<file path="src/rtl/fmm_pkg.sv">
// Shared FMM state encodings and defaults for the BX-synchronised trigger-stop logic.
package fmm_pkg;

   localparam int FMM_STATE_W     = 3;
   localparam int FMM_BXN_MAX_DEF = 3563;

   typedef enum logic [FMM_STATE_W-1:0] {
      FMM_STARTUP  = 3'd0,
      FMM_RESYNC   = 3'd1,
      FMM_WAIT_BX0 = 3'd2,
      FMM_RUN      = 3'd3,
      FMM_ERROR    = 3'd4
   } fmm_state_t;

endpackage

</file>
<file path="src/rtl/fmm_bxn_counter.sv">
// Orbit-wrapping bunch-crossing counter with offset / offset+1 load controls.
module fmm_bxn_counter #(
   parameter int BXN_WIDTH  = 12,
   parameter int BXN_MAX    = 3563,
   parameter int BXN_OFFSET = 0
) (
   input  logic                 clock,
   input  logic                 reset,
   input  logic                 i_load_off,
   input  logic                 i_load_off1,
   output logic [BXN_WIDTH-1:0] o_bxn,
   output logic                 o_at_off
);

   localparam logic [BXN_WIDTH-1:0] L_MAX  = BXN_WIDTH'(BXN_MAX);
   localparam logic [BXN_WIDTH-1:0] L_OFF  = BXN_WIDTH'(BXN_OFFSET);
   // BX following the BX0 cycle, wrapping when BX0 sits on the last BX of the orbit
   localparam logic [BXN_WIDTH-1:0] L_OFF1 =
      BXN_WIDTH'((BXN_OFFSET == BXN_MAX) ? 0 : BXN_OFFSET + 1);

   logic [BXN_WIDTH-1:0] r_bxn;

   always_ff @(posedge clock) begin
      if (reset)               r_bxn <= '0;
      else if (i_load_off)     r_bxn <= L_OFF;
      else if (i_load_off1)    r_bxn <= L_OFF1;
      else if (r_bxn == L_MAX) r_bxn <= '0;
      else                     r_bxn <= r_bxn + 1'b1;
   end

   assign o_bxn    = r_bxn;
   assign o_at_off = (r_bxn == L_OFF);

endmodule

</file>
<file path="src/rtl/fmm_bx_sync.sv">
// FMM trigger-stop state machine with BX counter and continuous BX0 alignment check.
// Optional: FMM_AUTO_RECOVER_EN makes ERROR fall back to WAIT_BX0 instead of sticking.
module fmm_bx_sync
   import fmm_pkg::*;
#(
   parameter int BXN_WIDTH     = 12,
   parameter int BXN_MAX       = FMM_BXN_MAX_DEF,
   parameter int BXN_OFFSET    = 0,
   parameter int MAX_BX0_MISS  = 3,
   parameter int ERR_CNT_WIDTH = 16
) (
   input  logic                     clock,
   input  logic                     reset,
   input  logic                     i_ttc_bx0,
   input  logic                     i_ttc_resync,
   input  logic                     i_dont_wait,
   output logic                     o_fmm_trig_stop,
   output logic [BXN_WIDTH-1:0]     o_bxn,
   output logic                     o_bx0_sync_err,
   output logic [ERR_CNT_WIDTH-1:0] o_bx0_err_cnt,
   output logic [FMM_STATE_W-1:0]   o_fmm_state
);

`ifdef FMM_AUTO_RECOVER_EN
   localparam bit L_AUTO = 1'b1;
`else
   localparam bit L_AUTO = 1'b0;
`endif

   localparam int CW = $clog2(MAX_BX0_MISS + 1);

   fmm_state_t             r_state, w_state_nxt;
   logic                   r_trig_stop;
   logic                   r_sync_err;
   logic [ERR_CNT_WIDTH-1:0] r_err_cnt;
   logic [CW-1:0]          r_miss_run;
   logic [BXN_WIDTH-1:0]   w_bxn;
   logic                   w_at_off;
   logic                   w_chk, w_miss, w_good, w_last_miss, w_align;

   assign w_align = (r_state == FMM_WAIT_BX0) && i_ttc_bx0 && !i_ttc_resync;

   fmm_bxn_counter #(
      .BXN_WIDTH (BXN_WIDTH),
      .BXN_MAX   (BXN_MAX),
      .BXN_OFFSET(BXN_OFFSET)
   ) u_bxn (
      .clock      (clock),
      .reset      (reset),
      .i_load_off (i_ttc_resync),
      .i_load_off1(w_align),
      .o_bxn      (w_bxn),
      .o_at_off   (w_at_off)
   );

   // Resync wins over checking; dont_wait masks it entirely
   assign w_chk       = (r_state == FMM_RUN) && !i_dont_wait && !i_ttc_resync;
   assign w_miss      = w_chk && (w_at_off ^ i_ttc_bx0);
   assign w_good      = w_chk && w_at_off && i_ttc_bx0;
   assign w_last_miss = w_miss && ((int'(r_miss_run) + 1) >= MAX_BX0_MISS);

   always_comb begin
      w_state_nxt = r_state;
      if (i_ttc_resync) w_state_nxt = FMM_RESYNC;
      else begin
         case (r_state)
            FMM_STARTUP:  w_state_nxt = FMM_WAIT_BX0;
            FMM_RESYNC:   w_state_nxt = i_ttc_bx0 ? FMM_RUN : FMM_WAIT_BX0;
            FMM_WAIT_BX0: if (i_ttc_bx0 || i_dont_wait) w_state_nxt = FMM_RUN;
            FMM_RUN:      if (w_last_miss) w_state_nxt = FMM_ERROR;
            FMM_ERROR:    w_state_nxt = L_AUTO ? FMM_WAIT_BX0 : FMM_ERROR;
            default:      w_state_nxt = FMM_STARTUP;
         endcase
      end
   end

   always_ff @(posedge clock) begin
      if (reset) begin
         r_state     <= FMM_STARTUP;
         r_trig_stop <= 1'b1;
      end else begin
         r_state     <= w_state_nxt;
         r_trig_stop <= (r_state != FMM_RUN);
      end
   end

   always_ff @(posedge clock) begin
      if (reset) begin
         r_sync_err <= 1'b0;
         r_err_cnt  <= '0;
         r_miss_run <= '0;
      end else begin
         if (w_miss && (r_err_cnt != '1)) r_err_cnt <= r_err_cnt + 1'b1;
         if (i_ttc_resync) begin
            r_sync_err <= 1'b0;
            r_miss_run <= '0;
         end else if (w_miss) begin
            r_sync_err <= 1'b1;
            r_miss_run <= r_miss_run + 1'b1;
         end else if (w_good || (L_AUTO && r_state == FMM_ERROR)) begin
            // auto-recovery must re-arm the run length or ERROR could never recur
            r_miss_run <= '0;
         end
      end
   end

   assign o_fmm_trig_stop = r_trig_stop;
   assign o_bxn           = w_bxn;
   assign o_bx0_sync_err  = r_sync_err;
   assign o_bx0_err_cnt   = r_err_cnt;
   assign o_fmm_state     = r_state;

endmodule

</file>
<file path="config.mk">
export PLATFORM = sky130hd
export DESIGN_NAME = fmm_bx_sync
export DESIGN_NICKNAME = d
export VERILOG_FILES = /design/src/rtl/fmm_pkg.sv /design/src/rtl/fmm_bxn_counter.sv /design/src/rtl/fmm_bx_sync.sv
export SDC_FILE = /design/constraint.sdc
export NUM_CORES = 1
export LEC_CHECK = 0
export BUFFER_PORTS_ARGS = -buffer_cell sky130_fd_sc_hd__buf_2
export CAP_MARGIN = 20
export CORE_MARGIN = 5
export CORE_UTILIZATION = 58
export CTS_CLUSTER_SIZE = 25
export DETAILED_ROUTE_END_ITERATION = 7
export HOLD_SLACK_MARGIN = 0.05
export PLACE_DENSITY = 0.9
export SETUP_SLACK_MARGIN = 0.3
export SKIP_LAST_GASP = 1
export SLEW_MARGIN = 20
export SYNTH_ARGS = -nofsm -noshare
export SYNTH_HDL_FRONTEND = slang
export SYNTH_SLANG_ARGS = --single-unit
</file>
<file path="constraint.sdc">
create_clock -name clock -period 6 [get_ports clock]
set_clock_uncertainty 0.05 [all_clocks]
set_input_delay 1.5 -clock clock [delete_from_list [all_inputs] [get_ports clock]]
set_output_delay 1.5 -clock clock [all_outputs]
set_load 0.03 [all_outputs]
</file>
Word level (Yosys, flattened, before mapping)
Index checks and enable logic that the tools add are counted.

$add $sub $neg: 4. Order comparisons: 1. Equal/unequal tests: 11. Mux-type cells: 9. Bitwise gates (word level): 1. Reductions and logical operators: 19.

Operator list (number): $add 16x1->16 const B (1); $ne 16x16->1 const B (1); $pmux 3 s5 (1); $add 12x1->12 const B (1); $eq 12x12->1 const B (1); $logic_not 12->1 (1); $logic_and 1x1->1 (9); $eq 3x2->1 const B (2); $mux 3 (2); $ne 3x2->1 const B (2); $mux 1 (4); $mux 2 (2); $reduce_and 2->1 (2); $reduce_or 4->1 (1); $add 2x1->3 const B (1); $eq 3x1->1 const B (1); $eq 3x3->1 const B (1); $ge 3x2->1 const B (1); $logic_not 3->1 (1); $ne 3x3->1 const B (1); $add 2x1->2 const B (1); $logic_not 1->1 (2); $ne 2x1->1 const B (1); $ne 2x2->1 const B (1); other kinds (4) (4).

Register bits after elaboration: 35. Bits of input ports: 5. Output and inout bits: 33.

Longest topological paths before layout
Depth in word-level cells: 8. Depth in mapped cells: 9.

Cells and area by module
From an unflattened synthesis, not the netlist that was laid out.

Cells, all modules: 213. Area total of the unflattened synthesis: 1833.0 um^2.

Modules (own cells, without submodules): fmm_bx_sync (instances 1, cells an instance 146, area each 1251.2 um^2, seq. area each 460.4 um^2); fmm_bxn_counter (instances 1, cells an instance 67, area each 581.8 um^2, seq. area each 240.2 um^2).

Worst setup path after synthesis
OpenSTA, ideal clock, no wires.

Path kind: input to register. Start point: in i_ttc_bx0. End point: reg r_err_cnt[8], in the netlist o_bx0_err_cnt[8]. Library setup time: 123 ps. Arrival time: 2606 ps. Data required time: 5827 ps. Slack: 3221 ps. Stages on the path: 6. Cell sequence: inv_1 a31oi_1 o21ai_4 buf_6 nor3_1 mux2_1.

Cells in the longest elaborated chain, start to end: 3.

Ends and longest elaborated chain: start: declaration (line fmm_bx_sync.sv:14) `input logic i_ttc_bx0,`; $xor 1x1->1 (line fmm_bx_sync.sv:58) `assign w_miss = w_chk && (w_at_off ^ i_ttc_bx0);`; $logic_and 1x1->1 (line fmm_bx_sync.sv:58); $logic_and 1x1->1 (line fmm_bx_sync.sv:93) `if (w_miss && (r_err_cnt != '1)) r_err_cnt <= r_err_cnt + 1'b1;`; end signal: assignment (line fmm_bx_sync.sv:93); end: declaration (line fmm_bx_sync.sv:35) `logic [ERR_CNT_WIDTH-1:0] r_err_cnt;`.

Every way passes these cells. A chain may end at the register's enable or synchronous reset.

Worst setup path after layout
Start point: in i_ttc_bx0. End point: reg r_err_cnt[5], in the netlist o_bx0_err_cnt[5].

The elaborated chain is that of the path after synthesis.

==> metrics.md <==
| Metric | Value |
|---|---|
| Outcome | complete, no violations |
| DP Area | 0.00201 mm2 |
| Leak Pwr | 0.845 nW |
| Die height | 65.8 um |
| Layout net count | 257 |
| Pwr Density | 196 mW/mm2 |
| Synth Cell Area | 0.00180 mm2 |
| Fillers | 244 |
| Commonest non-fill, non-tap cell in the layout | buf_2 |
| Slew headroom | 0.415 |
| Post-Syn Nets | 219 |
| Slew @ Worst Pin | 0.874 ns |
| VDD IR max | 0.172 mV |
| Origin of the critical flop-to-flop path | o_bx0_err_cnt[0] |
| Critical path's largest stage delay | 0.37 ns |
| Worst setup EP type | flip-flop |
| Residual DRC count | 0 |
| Rows | 20 |
| Startpoint Class | input port |
| Reg clk slew, reported paths | 0.10 ns |
| Highest-count cells in the layout ignoring fill and taps | buf_2 (37), dfxtp_1 (35), nor2_1 (23), nand2_1 (16), a21oi_1 (13) |
| CTS tree | yes |
| Largest net degree at the start of global routing | 28 |
| # setup viols final | 0 |
| GPL Wtd Cong | 0.802 |
| WL per Instance | 13.3 um |
| Via/cell ratio | 5.69 |
| Layout cells sized above 1 | 0.206 |
| TritonCTS Buffers | 5 |
| Antenna viol nets, final | 0 |
| Final Slew Violations | 0 |
| DRT Pass-1 Iters | 4 |
| HP Start | o_bx0_sync_err |
| Maxcap violations | 0 |
| Crit share post-route | 0.461 |
| Post-synthesis register bit count | 35 |
| Min Tclk post-route | 2.76 ns |
| Yosys cell types | 45 |
| Share of flip-flops with an asynchronous set or reset | 0 |
| Setup TNS | 0 ns |
| Hold Path Class | flip-flop to flip-flop |
| Data arrival, critical path | 2.95 ns |
| Final core utilization | 0.686 |
| Starting Density | 0.595 |
| YS warnings | 0 |
| Die area | 0.00432 mm2 |
| H-Tree Level Count | 2 |
| Starting DRT DRC Count | 107 |
| Placed wire-length estimate | 2780 um |
| Total congestion overflow | 0 |
| R2R Setup Slk | 3.67 ns |
| Min Hold Slack | 0.442 ns |
| Die W | 65.8 um |
| IO Pins | 38 |
| Critical Path Source | i_ttc_bx0 |
| Post-CTS Setup Inserts | 0 |
| Diodes inserted | 0 |
| Sequential area share after synthesis | 0.389 |
| Worst endpoint required time | 6.18 ns |
| IO buf count | 37 |
| CP max-delay cell | mux2_2 |
| Unrepaired setup endpoints after global routing | no |
| Cells after Synth | 209 |
| Mean Syn Cell Area | 8.63 um2 |
| Synth Flop Type | dfxtp_1 |
| First-pass GRT wire length | 6790 um |
| CP Cell Sequence | buf_2 > inv_1 > a31oi_1 > o21ai_4 > nor4_1 > mux2_2 |
| # hold bufs at CTS | 0 |
| CTS max path bufs | 2 |
| Core area | 0.00303 mm2 |
| Synth-to-layout area growth | 15.2% |
| Root Buffer | clkbuf_4 |
| Post_cts resized | 0 |
| Clk Latency, worst-skew pair | 0.34 ns |
| Final instance area | 0.00208 mm2 |
| EDFF count, synth | 0 |
| Crit-path max FO | 27 |
| Initial antenna violation count | 0 |
| Number of global-route vias before repair | 1,549 |
| Gr usage total | 0.203 |
| Routed vias | 1,662 |
| Routed WL | 3890 um |
| WS Path Type | input port to flip-flop |
| Max frequency | 362 MHz |
| Clock sinks | 35 |
| Final count of hold timing violations | 0 |
==> worst max-delay path, delay by kind of cell <==
kind	cells	cell delay, ns
buf+inv	2	0.19
compound gates	2	0.56
mux	1	0.37
simple gates	1	0.32
==> cells in the mapped netlist (all sizes together) (2+ instances only) <==
master  count  share of area
dfxtp      35           0.39
nor2       23          0.048
nand2      16          0.033
a21oi      13          0.036
inv        10          0.021
o21ai       9          0.031
nor2b       8          0.028
nand3       7          0.019
nand4       7          0.024
or4         7          0.029
o31ai       6          0.025
xor2        6          0.029
ha          5          0.035
or3         5          0.017
and2        4          0.014
and3        4          0.014
and4        4          0.021
xnor2       4          0.019
a31oi       3          0.010
buf         3          0.013
clkbuf      3         0.0062
mux2        3          0.019
nor3        3         0.0083
nor4        3          0.019
nand3b      2         0.0083
o21a        2         0.0083
o41ai       2         0.0097
==> cell type report <==
cell class / instances / area (um2) / share of cell area
multi-input cells: 158 / 1030 / 0.496
clock buffers: 8 / 68.8 / 0.0331
flip-flops and latches: 35 / 701 / 0.337
well taps: 44 / 55.1 / 0.0265
inverters: 10 / 37.5 / 0.0181
repair buffers: 37 / 185 / 0.0892
==> path summary, 6_finish.rpt <==
path                            depth (start not counted)                to
worst max-delay path                                    6  o_bx0_err_cnt[5]
worst min-delay path                                    1    o_bx0_sync_err
worst max register to register                          6  o_bx0_err_cnt[8]
worst min register to register                          1    o_bx0_sync_err
==> power breakdown <==
part           internal, mW  leakage [nW]  total [mW]  switching, mW
logic               0.00859         0.524      0.0247         0.0161
registers             0.234         0.283       0.236        0.00221
clock network        0.0689        0.0386       0.146         0.0774
total                 0.312         0.845       0.407         0.0957
==> per-stage QoR <==
| step | power [mW] | std cells | setup WS [ns] |
|---|---|---|---|
| finish | 0.407 | 292 | 3.24 |
| global route | 0.427 | 292 | 3.12 |
| CTS | 0.410 | 292 | 3.24 |
| detailed placement | 0.266 | 284 | 2.87 |
| global placement | 0.266 | 284 | 2.93 |
| floorplan | 0.259 | 209 | 3.22 |
==> metal layers <==
metal | track usage | vias to the layer above | part of all wire
met2 | 0.338 | 37 | 0.48
met4 | 0.0881 | 0 | 0.017
met1 | 0.240 | 780 | 0.44
li1 | - | 839 | -
met3 | 0.0598 | 6 | 0.061
met5 | 0 | - | 0
==> state kept, by name (all words and copies together) (netlist names) <==
signal	count
o_bx0_err_cnt	16
u_bxn.o_bxn	12
o_fmm_state	3
r_miss_run	2
o_bx0_sync_err	1
o_fmm_trig_stop	1
==> kinds of logic after synthesis <==
logic type      count (synthesis)  synth area share
simple gates                   96             0.305
mux                             3            0.0187
flops                          35             0.389
buf+inv                        16            0.0403
xor+xnor                       10            0.0486
compound gates                 44             0.164
fa+ha+maj                       5            0.0347
(Power assumes the default switching activity.)
